<file path="src/rtl/fir_requantizer.sv">
// fir_requantizer: two-stage requantiser (round/shift, then saturate) with valid/ready
// flow control, a per-sample clip flag, a sticky overflow flag and a non-wrapping clip counter.
module fir_requantizer #(
  parameter int IN_W       = 32,
  parameter int OUT_W      = 16,
  parameter int SHIFT      = 15,
  parameter int ROUND_MODE = 1,
  parameter int CNT_W      = 16
) (
  input  logic             clk_i,
  input  logic             rst_ni,
  input  logic             in_valid_i,
  output logic             in_ready_o,
  input  logic [IN_W-1:0]  in_data_i,
  output logic             out_valid_o,
  input  logic             out_ready_i,
  output logic [OUT_W-1:0] out_data_o,
  output logic             sat_flag_o,
  input  logic             clr_i,
  output logic             sticky_ovf_o,
  output logic [CNT_W-1:0] sat_count_o
);

  localparam logic signed [IN_W:0] MaxVal = {{(IN_W-OUT_W+2){1'b0}}, {(OUT_W-1){1'b1}}};
  localparam logic signed [IN_W:0] MinVal = {{(IN_W-OUT_W+2){1'b1}}, {(OUT_W-1){1'b0}}};
  localparam logic [OUT_W-1:0]     MaxOut = {1'b0, {(OUT_W-1){1'b1}}};
  localparam logic [OUT_W-1:0]     MinOut = {1'b1, {(OUT_W-1){1'b0}}};

  logic                    pipeEn;
  logic signed [IN_W:0]    xExt;
  logic signed [IN_W:0]    qRound;
  logic [OUT_W-1:0]        clipData;
  logic                    clipSat;
  logic                    outXfer;

  logic                    s1Valid_q, s1Valid_d;
  logic signed [IN_W:0]    s1Data_q, s1Data_d;
  logic                    outValid_q, outValid_d;
  logic [OUT_W-1:0]        outData_q, outData_d;
  logic                    satFlag_q, satFlag_d;
  logic                    stickyOvf_q, stickyOvf_d;
  logic [CNT_W-1:0]        satCount_q, satCount_d;

  assign pipeEn     = !outValid_q || out_ready_i;
  assign in_ready_o = rst_ni && pipeEn;
  assign outXfer    = outValid_q && out_ready_i;

  // One extra sign bit keeps the rounding add from wrapping at the top of the input range.
  assign xExt = {in_data_i[IN_W-1], in_data_i};

  if (SHIFT == 0) begin : g_noShift
    assign qRound = xExt;
  end else begin : g_shift
    localparam logic [IN_W:0] Half = {{IN_W{1'b0}}, 1'b1} << (SHIFT - 1);
    logic signed [IN_W:0] qFloor;
    logic signed [IN_W:0] qHalfUp;
    logic                 tieEven;

    assign qFloor  = xExt >>> SHIFT;
    assign qHalfUp = (xExt + $signed(Half)) >>> SHIFT;
    assign tieEven = (in_data_i[SHIFT-1:0] == Half[SHIFT-1:0]) && !qFloor[0];

    always_comb begin
      case (ROUND_MODE)
        0:       qRound = qFloor;
        2:       qRound = tieEven ? qFloor : qHalfUp;
        default: qRound = qHalfUp;
      endcase
    end
  end

  always_comb begin
    clipSat  = 1'b0;
    clipData = s1Data_q[OUT_W-1:0];
    if (s1Data_q > MaxVal) begin
      clipSat  = 1'b1;
      clipData = MaxOut;
    end else if (s1Data_q < MinVal) begin
      clipSat  = 1'b1;
      clipData = MinOut;
    end
  end

  // Both stages advance together or hold together, so nothing is dropped or duplicated.
  always_comb begin
    s1Valid_d  = s1Valid_q;
    s1Data_d   = s1Data_q;
    outValid_d = outValid_q;
    outData_d  = outData_q;
    satFlag_d  = satFlag_q;
    if (pipeEn) begin
      s1Valid_d  = in_valid_i;
      s1Data_d   = qRound;
      outValid_d = s1Valid_q;
      outData_d  = clipData;
      satFlag_d  = clipSat;
    end
  end

  // A clear and a clipped transfer in the same cycle leave the new event recorded.
  always_comb begin
    stickyOvf_d = clr_i ? 1'b0 : stickyOvf_q;
    satCount_d  = clr_i ? '0 : satCount_q;
    if (outXfer && satFlag_q) begin
      stickyOvf_d = 1'b1;
      if (satCount_d != {CNT_W{1'b1}}) begin
        satCount_d = satCount_d + CNT_W'(1);
      end
    end
  end

  always_ff @(posedge clk_i) begin
    if (!rst_ni) begin
      s1Valid_q   <= 1'b0;
      s1Data_q    <= '0;
      outValid_q  <= 1'b0;
      outData_q   <= '0;
      satFlag_q   <= 1'b0;
      stickyOvf_q <= 1'b0;
      satCount_q  <= '0;
    end else begin
      s1Valid_q   <= s1Valid_d;
      s1Data_q    <= s1Data_d;
      outValid_q  <= outValid_d;
      outData_q   <= outData_d;
      satFlag_q   <= satFlag_d;
      stickyOvf_q <= stickyOvf_d;
      satCount_q  <= satCount_d;
    end
  end

  assign out_valid_o  = outValid_q;
  assign out_data_o   = outData_q;
  assign sat_flag_o   = satFlag_q;
  assign sticky_ovf_o = stickyOvf_q;
  assign sat_count_o  = satCount_q;

endmodule

</file>
<file path="config.mk">
export PLATFORM = sky130hd
export DESIGN_NAME = fir_requantizer
export DESIGN_NICKNAME = d
export VERILOG_FILES = /design/src/rtl/fir_requantizer.sv
export SDC_FILE = /design/constraint.sdc
export NUM_CORES = 1
export LEC_CHECK = 0
export ABC_AREA = 1
export CAP_MARGIN = 25
export CORE_ASPECT_RATIO = 1.2
export CORE_UTILIZATION = 48
export DETAILED_ROUTE_END_ITERATION = 8
export GPL_TIMING_DRIVEN = 0
export PLACE_DENSITY = 0.89
export RECOVER_POWER = 50
export SLEW_MARGIN = 25
export SYNTH_ARGS = -nofsm -noshare
export SYNTH_HDL_FRONTEND = slang
export SYNTH_SLANG_ARGS = --single-unit
</file>
<file path="constraint.sdc">
create_clock -name clk_i -period 2.86 [get_ports clk_i]
set_input_delay 0.286 -clock clk_i [delete_from_list [all_inputs] [get_ports clk_i]]
set_output_delay 0.286 -clock clk_i [all_outputs]
set_load 0.01 [all_outputs]
</file>
==> results.md, run 1 <==
- The slack of the worst reg-to-reg path is 1000 ps.
- The source of the worst register-to-register timing path is sat_count_o[1].
- The die outline width is 72.0 um.
- The clock group share of total power is 0.289.
- For the pin with the worst max-slew slack, the measured transition is 574 ps.
- The count of max-cap constraint violations is 0.
- The number of hold buffers added after CTS was 0.
- For the finished layout, the period the worst path requires is 2430 ps.
- Entering global routing, the biggest net connects 17 pins.
- The area inside the core boundary is 5670 um2.
- The maximum level of the CTS H-tree is 2.
- The hold path depth is 3.
- The number of rows in the core area is 30.
- Input and output buffers added on the ports amount to 57.
- The area growth from synthesis to final layout is 26.8%.
- Counting along the longest clock path gives a buffer depth of 2.
- Timing would allow up to 412 MHz.
- The first global-routing pass estimated 12.2 mm of wire.
- The floorplan step set the die height to 86.0 um.
- The detail route stage leaves a number of antenna-violating nets equal to 0.
- The number of global-route vias before repair is 2813.
- Buffers added to address setup during post-CTS repair amount to 0.
- The number of buffers added by the clock tree synthesis step is 5.
- Dividing the synthesized area by the synthesized cell count gives 6.64 um2.
- The top cell types in the final layout, fill and taps aside, are nand2_1 (82), nor2_1 (61), dfxtp_1 (54).
- For the worst-skew pair, the clock arrives at the later sink with an insertion delay of 310 ps.
- The number of placed instances, taps included is 562.
- The power density over the cells is 410 nW/um2.
- The number of top-level design ports is 73.
- Synthesis produced a netlist whose cell count is 425.
- The placer's final routability congestion estimate is 0.905.
- The number of antenna violations at the first check in global routing is 0.
- The synthesized design contains 54 register bits.
- In this run the most critical hold path is launched from rst_ni.
- In this run the clock root is driven by a clkbuf_8.
- The data arrival time of the critical path is 2630 ps.
- When the netlist entered floorplanning its net count stood at 464.
- The initial core utilization is 0.498.
- The run finished with clean final reports.
- The endpoint of the worst register-to-register path is sat_count_o[6].
- For the worst flop-to-flop path, the logic depth is 12.
- Between clock sinks in the finished design, the worst skew comes to 11.2 ps.
- The combinational fraction of design power is 0.152.
- Once layout is complete, the cells apart from fillers number 570.
- The net switching fraction of the power is 0.272.
- The combined global-route utilization of all metal layers is 0.247.
- The total number of nets in the final design is 528.
- The post-route worst setup slack is 431 ps.
- IR analysis of the VDD net gives a maximum drop of 0.206 mV.
- By startpoint and endpoint, the worst setup path is classified as input port to register.
- For this design, the sink count on the clock tree is 54.
- The share of the Yosys chip area taken by registers is 0.383.
- The type of the most critical hold path is input port to register.
- The count of endpoints failing hold in the final timing report is 0.
- The post-cts gate resize count is 0.
- With fillers left out, the area of the finished cells amounts to 3580 um2.
- The power share of the sequential group is 0.559.
- The die covers 6190 um2.
- The standby leakage power is 1.55 nW.
- Setup violations remaining at the end of the flow were counted as 0.
- In the routed design, unresolved DRC markers number 0.
- The final layout contains routed wiring with a total length of 7.15 mm.
- Clock-pin slew was measured on the worst setup and hold paths at 100 ps.
- The worst hold path terminates at s1Valid_q.
- The analysis attributes to net switching a power of 399 uW.
- In this run the cell area measured after placement is 3490 um2.
- The HPWL after detailed placement is 5.56 mm.
- The required time at the endpoint of the critical path is 3070 ps.
- The DRC violation total after the first TritonRoute iteration is 203.
- The repair_antennas step left the layout with diodes totalling 0.
- During synthesis, Yosys emitted a total of 0 warnings.
- Dividing the detail-routed via count by the number of cells gives 5.15.
- The mapped cell area is 2820 um2.
- The period utilization is 0.849.
- Setup repair after global routing left no endpoint under its margin.
- The worst setup path is launched from an input port.
- The total negative slack for setup checks is 0 ps.
- For this run, the share of the core covered by cells in the final layout is 0.631.
- The share of cells above drive strength 1 is 0.0694.
- The residual overflow from global routing is 0.
- TritonCTS built the clock tree.
- The first detailed-routing pass took 5 iterations.
- Counting distinct cell types in the post-synthesis netlist gives 34.
- The biggest fanout along the worst timing path is 10.
- The setup slack after placement is 199 ps.
- The endpoint class of the critical path is a register.
- In the final routed layout, each cell accounts on average for 12.5 um.
- The final count of pins violating max slew is 0.
- The worst pin sits at a relative slew slack of 0.617.
- Leaving out fill and tap cells, the most frequent cell in the layout is nand2_1.
- Detailed routing inserted a total of 2933 vias.
- The internal power of the cells totals 1.07 mW.
## power groups by stage
| stage | sequential [mW] | combinational [mW] | clock (mW) |
|---|---|---|---|
| detailed placement | 0.839 | 0.233 | 0 |
| global placement | 0.837 | 0.229 | 0 |
| finish | 0.820 | 0.223 | 0.425 |
| floorplan | 0.845 | 0.104 | 0 |
| global route | 0.826 | 0.248 | 0.457 |
| CTS | 0.821 | 0.234 | 0.429 |
## worst max-delay path: stages
cell           delay (ps)
dlygate4sd3_1         670
inv_2                 180
buf_6                 190
nand2_1               100
inv_1                  60
ha_1                  150
nand2_1                60
nor2_1                130
nand2_1               150
nor2_4                220
nand2_2                90
nand2_4               110
o21ai_0               110
nand2_1                80
nor2_1                 40
## state kept, by name, indices dropped and copies added, names as in the netlist
| name | flops |
|---|---|
| out_data_o | 16 |
| out_valid_o | 1 |
| s1Data_q | 18 |
| s1Valid_q | 1 |
| sat_count_o | 16 |
| sat_flag_o | 1 |
| sticky_ovf_o | 1 |
## routing by layer
layer,global-route usage,vias to the layer above,share of wire
met5,0,-,0
met4,0.107,0,0.023
met3,0.0364,17,0.043
met2,0.452,96,0.52
met1,0.283,1322,0.41
li1,-,1498,-
## cells in the mapped netlist (all sizes together)
library cell  instances  area share
clkinv                1      0.0013
o21bai                1      0.0027
nand3                54       0.098
and2                  1      0.0022
ha                    2      0.0089
nand2                91        0.13
nand4                 3      0.0067
dfxtp                54        0.38
nand3b                2      0.0053
a31oi                 1      0.0022
nor2                 68        0.10
o211ai                2      0.0053
o31ai                 1      0.0027
a21boi                1      0.0027
inv                  51       0.068
clkbuf                8       0.011
nor3                  9       0.016
xnor2                 3      0.0093
xor2                  3      0.0093
o21ai                41       0.073
a21oi                21       0.041
buf                   5       0.011
or2                   2      0.0044
## worst max path at each step
| stage | from | to | slack, ps | cells after the start |
|---|---|---|---|---|
| global placement | clr_i | sat_count_o[6] | 260 | 15 |
| finish | clr_i | sat_count_o[6] | 430 | 15 |
| CTS | clr_i | sat_count_o[6] | 500 | 15 |
| detailed placement | clr_i | sat_count_o[6] | 200 | 15 |
| floorplan | clr_i | sat_count_o[6] | 1130 | 14 |
| global route | clr_i | sat_count_o[12] | 200 | 14 |
## layout make-up
class	instances	area, um2
plain buffers	13	61.3
flip-flops and latches	54	1080
repair buffers	57	571
well taps	80	100
multi-input cells	306	1480
fillers	540	2090
clock inverters	2	13.8
inverters	52	195
clock buffers	6	72.6
## kinds of logic after synthesis
kind of cell / count (synthesis) / synth area share
AOI/OAI and AO/OA: 68 / 0.130
xor gates and xnor gates: 6 / 0.0186
DFF: 54 / 0.383
and+or+nand+nor: 230 / 0.369
buffers and inverters: 65 / 0.0909
adders and majority gates: 2 / 0.00887
## metrics by stage
step | total power [mW] | hold slack (ps)
after detailed placement | 1.07 | 459
final | 1.47 | 374
after global routing | 1.53 | 382
after global placement | 1.07 | 448
after CTS | 1.48 | 364
after floorplan | 0.948 | 399
No activity file was read; power rests on OpenSTA's default activity.
==> run 2: changes to the inputs <==
- clock period: 2.86 -> 2.47 ns (I/O delays scaled with it)
==> results.md, run 2 (same netlist as run 1, synthesis figures left out) <==
- The flow ran to the end, and the final reports show no timing, DRC or antenna violations.
- The number of fillers in the final layout came to 539 (-0.19%).
- The final count of pins violating max slew came to 0 (unchanged).
- The total clock sinks is 54 (unchanged).
- The combinational fraction of design power came to 0.152 (about the same).
- The total routed wirelength is 7.15 mm (unchanged).
- In this design, the critical path's most frequently occurring cell is inv_1.
- The wire length of the first global-routing pass was 12.2 mm (unchanged).
- The post-place instance area came to 3490 um2 (unchanged).
- The clock skew was 11.2 ps (unchanged).
- The worst slew slack as a fraction of its limit is 0.617 (unchanged).
- The clock latency of the later-clocked register in the worst-skew pair came to 310 ps (about the same).
- For this run, the top clock speed supported by timing is 450 MHz.
- The number of global-route vias before repair came to 2813 (unchanged).
- The number of buffers added by the clock tree synthesis step was 5 (unchanged).
- The path with the worst hold slack has its endpoint at s1Valid_q.
- Ranked by flip-flop count, first place goes to s1Data_q.
- The count of endpoints failing hold in the final timing report is 0 (unchanged).
- The antenna diode count is 0 (unchanged).
- The count of endpoints failing setup in the final report came to 0 (unchanged).
- The power share of the sequential group was 0.559 (about the same).
- In this run the critical register-to-register path is launched from sat_count_o[1].
- The standby leakage power was 1.56 nW (+0.55%).
- The pin slew with the least headroom to its limit is 574 ps (-0.000417 ps).
- The HPWL after detailed placement is 5.56 mm (unchanged).
- The wire length per cell after detailed routing is 12.5 um (unchanged).
- The count of unresolved DRC violations after routing is 0 (unchanged).
- The type of the most critical hold path is input port to register.
- The smallest clock period supported by the final layout is computed as 2220 ps.
- The number of top-level design ports is 73 (unchanged).
- The quantity of hold-fixing buffers added after cts is 0 (unchanged).
- The startpoint type of the worst setup path is an input port.
- The hold path depth is 3 (unchanged).
- For this design, the slowest cell found on the critical path is dlygate4sd3_1.
- The number of nets with antenna violations after detailed routing is 0 (unchanged).
- The initial core utilization is 0.498 (unchanged).
- The final design instance area without fill is 3580 um2 (about the same).
- The critical path start-end classification is input port to primary output.
- The root buffer cell chosen for the clock tree is clkbuf_8.
- The count of buffers inserted at the top-level ports is 57 (unchanged).
- The placer's final routability congestion estimate is 0.905 (unchanged).
- The area growth from synthesis to final layout is 26.9% (about the same).
- The endpoint of the worst register-to-register path is sat_count_o[6].
- The data arrival time of the critical path is 1970 ps (-660 ps).
- The die outline width is 72.0 um (unchanged).
- The die outline height came to 86.0 um (unchanged).
- The period utilization is 0.899.
- The area inside the core boundary is 5670 um2 (unchanged).
- The maximum clock path buffer count was 2 (unchanged).
- The number of detailed-routing iterations run before antenna repair is 5 (unchanged).
- The signal on the critical path passes through dlygate4sd3_1, nor2_1, inv_1, nand2_1, inv_1, clkdlybuf4s50_1.
- The count of max-cap constraint violations is 0 (unchanged).
- The fraction of the core area covered by cells at the end of the flow is 0.632 (about the same).
- The per-cell via count in the routed design came to 5.15 (unchanged).
- The internal power consumption is 1.24 mW (+16%).
- The number of rows in the core area is 30 (unchanged).
- The total net switching power is 462 uW (+16%).
- The via count was 2933 (unchanged).
- The residual overflow from global routing came to 0 (unchanged).
- The number of buffers inserted to repair setup after CTS is 0 (unchanged).
- Setup repair after global routing left no endpoint under its margin.
- The power density over the cells is 475 nW/um2 (+16%).
- The pin count of the biggest net entering global routing is 17 (unchanged).
- The total number of nets in the final design came to 528 (unchanged).
- The maximum level of the CTS H-tree was 2 (unchanged).
- The startpoint identified for the worst hold timing path is rst_ni.
- The net switching fraction of the power is 0.272 (about the same).
- The number of antenna violations at the first check in global routing is 0 (unchanged).
- The worst voltage drop across the vdd grid is 0.238 mV (+16%).
- The biggest fanout along the worst timing path came to 4 (-6).
- The number of cells traversed by the worst register-to-register path is 12 (unchanged).
- The combined global-route utilization of all metal layers was 0.247 (unchanged).
- The share of cells above drive strength 1 is 0.0694 (unchanged).
- The delay of the slowest cell on the worst path is 570 ps (-100 ps).
- The DRC violation total after the first TritonRoute iteration is 209 (+3.0%).
- The required time at the endpoint of the critical path came to 2220 ps (-850 ps).
- The clock group share of total power is 0.289 (about the same).
- The number of flip-flops in the largest register was 18 (unchanged).
- The endpoint class of the critical path is a primary output.
- The top cell types in the final layout, fill and taps aside, are nand2_1 (82), nor2_1 (61), dfxtp_1 (54).
- The leading cell type in the layout, fill and taps excluded is nand2_1.
- The clock-pin slew on the worst setup and hold paths came to 90 ps (about the same).
- The slack of the worst reg-to-reg path was 610 ps (-390 ps).
- The clock tree from TritonCTS is yes.
- The full die area is 6190 um2 (unchanged).
- The post-cts gate resize count was 0 (unchanged).
## run 2: cell count changes in the layout (fill, tap and decap cells not counted), sizes merged
| cell | delta |
|---|---|
| dlymetal6s2s | +1 |
| clkdlybuf4s50 | +1 |
| dlygate4sd3 | -2 |
## run 2: how the worst max path moves through the flow
stage                          end  slack, ps        start  cells after the start
global route            in_ready_o        160  out_ready_i                      6
global placement    sat_count_o[6]        -90        clr_i                     15
detailed placement  sat_count_o[6]       -150        clr_i                     15
finish                  in_ready_o        250  out_ready_i                      6
CTS                 sat_count_o[6]        150        clr_i                     15
floorplan           sat_count_o[6]        780        clr_i                     14
## run 2: worst max-delay path: cells and delay by family
kind                   cells  cell delay [ps]
buffers and inverters      4             1300
AND/OR/NAND/NOR            2              420
## run 2: through the flow
| step | hold WS (ps) | instances | setup slack, ps | setup TNS (ps) | power [mW] |
|---|---|---|---|---|---|
| 6_report | 335 | 570 | 249 | 0 | 1.70 |
| 5_1_grt | 343 | 570 | 164 | 0 | 1.77 |
| 4_1_cts | 325 | 570 | 145 | 0 | 1.72 |
| 3_5_place_dp | 459 | 562 | -152 | -1600 | 1.24 |
| 3_3_place_gp | 448 | 562 | -88.9 | -761 | 1.23 |
| 2_1_floorplan | 360 | 425 | 780 | 0 | 1.10 |
## run 2: metal layers
| metal | GRT usage | up-vias | routed length [um] |
|---|---|---|---|
| met3 | 0.0364 | 17 | 306 |
| met4 | 0.107 | 0 | 168 |
| met5 | 0 | - | 0 |
| li1 | - | 1498 | - |
| met1 | 0.283 | 1322 | 2940 |
| met2 | 0.452 | 96 | 3730 |
## run 2: power by group through the flow
stage / clock [mW] / sequential (mW) / combinational, mW
after CTS: 0.497 / 0.951 / 0.271
after floorplan: 0 / 0.978 / 0.120
after global routing: 0.529 / 0.956 / 0.288
after global placement: 0 / 0.970 / 0.265
after detailed placement: 0 / 0.971 / 0.270
final: 0.492 / 0.950 / 0.258
## run 2: layout make-up
type | instances | area, um2 | area share
tap | 80 | 100 | 0.0280
clock inverter | 2 | 13.8 | 0.00384
clock buffer | 6 | 72.6 | 0.0203
sequential | 54 | 1080 | 0.302
inverter | 52 | 195 | 0.0545
multi-input combinational | 306 | 1480 | 0.414
buffer | 13 | 61.3 | 0.0171
timing repair buffer | 57 | 573 | 0.160
==> run 3: changes to the inputs <==
- GPL_TIMING_DRIVEN: 0 -> unset
==> results.md, run 3 (same netlist as run 1, synthesis figures left out) <==
- The largest register by flop count is s1Data_q.
- The number of placed instances, taps included is 559 (-0.53%).
- The sequential cell area came to 1080 um2 (unchanged).
- The run finished with clean final reports.
- The pin count of the biggest net entering global routing is 46 (+29).
- The biggest fanout along the worst timing path is 45 (+41).
- The clock tree root driver cell is clkbuf_8.
- The setup path with the least slack is of type input port to register.
- Setup repair after global routing left no endpoint under its margin.
- The worst hold path belongs to the class register to register.
- The HPWL after detailed placement is 5.13 mm (-7.8%).
- The initial core utilization is 0.498 (unchanged).
- The number of top-level design ports is 73 (unchanged).
- The count of endpoints failing setup in the final report came to 0 (unchanged).
- The full die area is 6190 um2 (unchanged).
- The number of buffers added by the clock tree synthesis step is 5 (unchanged).
- The number of antenna violations at the first check in global routing is 0 (unchanged).
- The number of fillers in the final layout was 528 (-2.0%).
- The die outline width came to 72.0 um (unchanged).
- The wire length per cell after detailed routing is 11.9 um (-4.8%).
- The final count of pins violating max slew is 0 (unchanged).
- The clock skew is 4.08 ps (-7.15 ps).
- The final period demand of the worst path is 2070 ps (-152 ps).
- The highest clock rate is 483 MHz (+7.3%).
- The worst slew slack as a fraction of its limit is 0.181 (-0.436).
- The total routed wirelength is 6.77 mm (-5.3%).
- The placer's final routability congestion estimate is 0.911 (+0.72%).
- The standby leakage power is 1.55 nW (-0.79%).
- The area used by multi-input combinational logic is 1480 um2 (unchanged).
- The slack of the worst reg-to-reg path is 500 ps (-110 ps).
- The per-cell via count in the routed design is 5.27 (+2.3%).
- The library cell used most frequently in the layout, excluding fill and tap cells, is nand2_1.
- The via count is 2986 (+1.8%).
- The maximum level of the CTS H-tree is 2 (unchanged).
- The worst voltage drop across the vdd grid is 0.243 mV (+1.8%).
- The total number of nets in the final design is 525 (-0.57%).
- The DRC violation total after the first TritonRoute iteration is 121 (-42%).
- From synthesis to final layout, the design area changed by 28.0%.
- The quantity of hold-fixing buffers added after cts is 0 (unchanged).
- The post-cts gate resize count is 0 (unchanged).
- The clock latency of the later-clocked register in the worst-skew pair came to 310 ps (about the same).
- The hold path depth is 2 (-1).
- The count of unresolved DRC violations after routing is 0 (unchanged).
- The number of buffers inserted to repair setup after CTS was 0 (unchanged).
- The maximum clock path buffer count is 2 (unchanged).
- The clock tree from TritonCTS is yes.
- The clock-pin slew on the worst setup and hold paths came to 100 ps (about the same).
- The number of cells traversed by the worst register-to-register path was 7 (-5).
- The count of endpoints failing hold in the final timing report is 0 (unchanged).
- The number of detailed-routing iterations run before antenna repair is 5 (unchanged).
- The number of global-route vias before repair is 2773 (-1.4%).
- The count of max-cap constraint violations was 0 (unchanged).
- The pin slew with the least headroom to its limit is 1230 ps (+655 ps).
- The combined global-route utilization of all metal layers is 0.236 (-0.0111).
- The area inside the core boundary is 5670 um2 (unchanged).
- The final instance count without filler cells came to 567 (-0.53%).
- The wire length of the first global-routing pass is 11.5 mm (-5.7%).
- The total negative slack for setup checks is 0 ps (unchanged).
- The data arrival time of the critical path is 2300 ps (+330 ps).
- The share of cells above drive strength 1 is 0.0801 (+0.0107).
- The endpoint class of the critical path is a register.
- The number of nets with antenna violations after detailed routing was 0 (unchanged).
- The count of buffers inserted at the top-level ports was 58 (+1.8%).
- The period utilization came to 0.838 (-0.0614).
- The number of rows in the core area is 30 (unchanged).
- The worst setup path is launched from an input port.
- The die outline height is 86.0 um (unchanged).
- The antenna diode count is 0 (unchanged).
- The residual overflow from global routing came to 0 (unchanged).
- The total clock sinks is 54 (unchanged).
- The number of flip-flops in the largest register is 18 (unchanged).
- In the layout the commonest cells are nand2_1 (82), nor2_1 (61), dfxtp_1 (54).
- The required time at the endpoint of the critical path came to 2700 ps (+480 ps).
- The power density over the cells is 501 nW/um2 (+5.4%).
-- run 3: changes by cell type in the layout (fill, tap and decap cells not counted) --
cell / delta
clkdlybuf4s50_1: +10
dlygate4sd3_1: -8
clkbuf_1: -7
buf_4: +6
buf_1: -2
buf_2: -1
buf_6: -1
bufinv_16: +1
clkbuf_2: +1
clkinv_2: -1
clkinv_4: -1
clkinvlp_4: +1
dlymetal6s2s_1: -1
-- run 3: power by group --
part	switching, mW	leakage [nW]	internal (mW)
logic	0.140	1.05	0.119
registers	0.0273	0.444	0.922
clock network	0.298	0.0514	0.303
total	0.464	1.55	1.34
-- run 3: worst max-delay path, stage by stage --
cell,delay [ps]
dlygate4sd3_1,550
clkbuf_2,660
clkinv_1,560
a21oi_1,270
-- run 3: path summary, 6_finish.rpt --
check,from,to
hold reg to reg,s1Valid_q,out_valid_o
setup reg to reg,out_valid_o,s1Data_q[16]
hold / removal,s1Valid_q,out_valid_o
setup / recovery,rst_ni,sat_count_o[15]
-- run 3: per-stage QoR --
stage          hold slack (ps)  setup WS (ps)  power, mW  utilization  instance area [um2]
6_report                   470            401       1.81        0.637                 3610
4_1_cts                    471            578       1.83        0.639                 3620
3_5_place_dp               455            259       1.24        0.619                 3510
2_1_floorplan              360            780       1.10            -                 2820
5_1_grt                    506            208       1.89        0.637                 3610
3_3_place_gp               447            352       1.23        0.619                 3510
-- run 3: area by class of cell --
class,instances,share of cell area
multi-input cells,306,0.411
flip-flops and latches,54,0.299
repair buffers,67,0.178
inverters,52,0.0541
well taps,80,0.0277
clock buffers,6,0.0201
clock inverters,2,0.0104
-- run 3: per-layer routing --
metal,up-vias,share of wire,GRT usage
met1,1354,0.39,0.253
li1,1495,-,-
met3,17,0.062,0.0611
met5,-,0,0
met4,0,0.022,0.112
met2,120,0.52,0.429
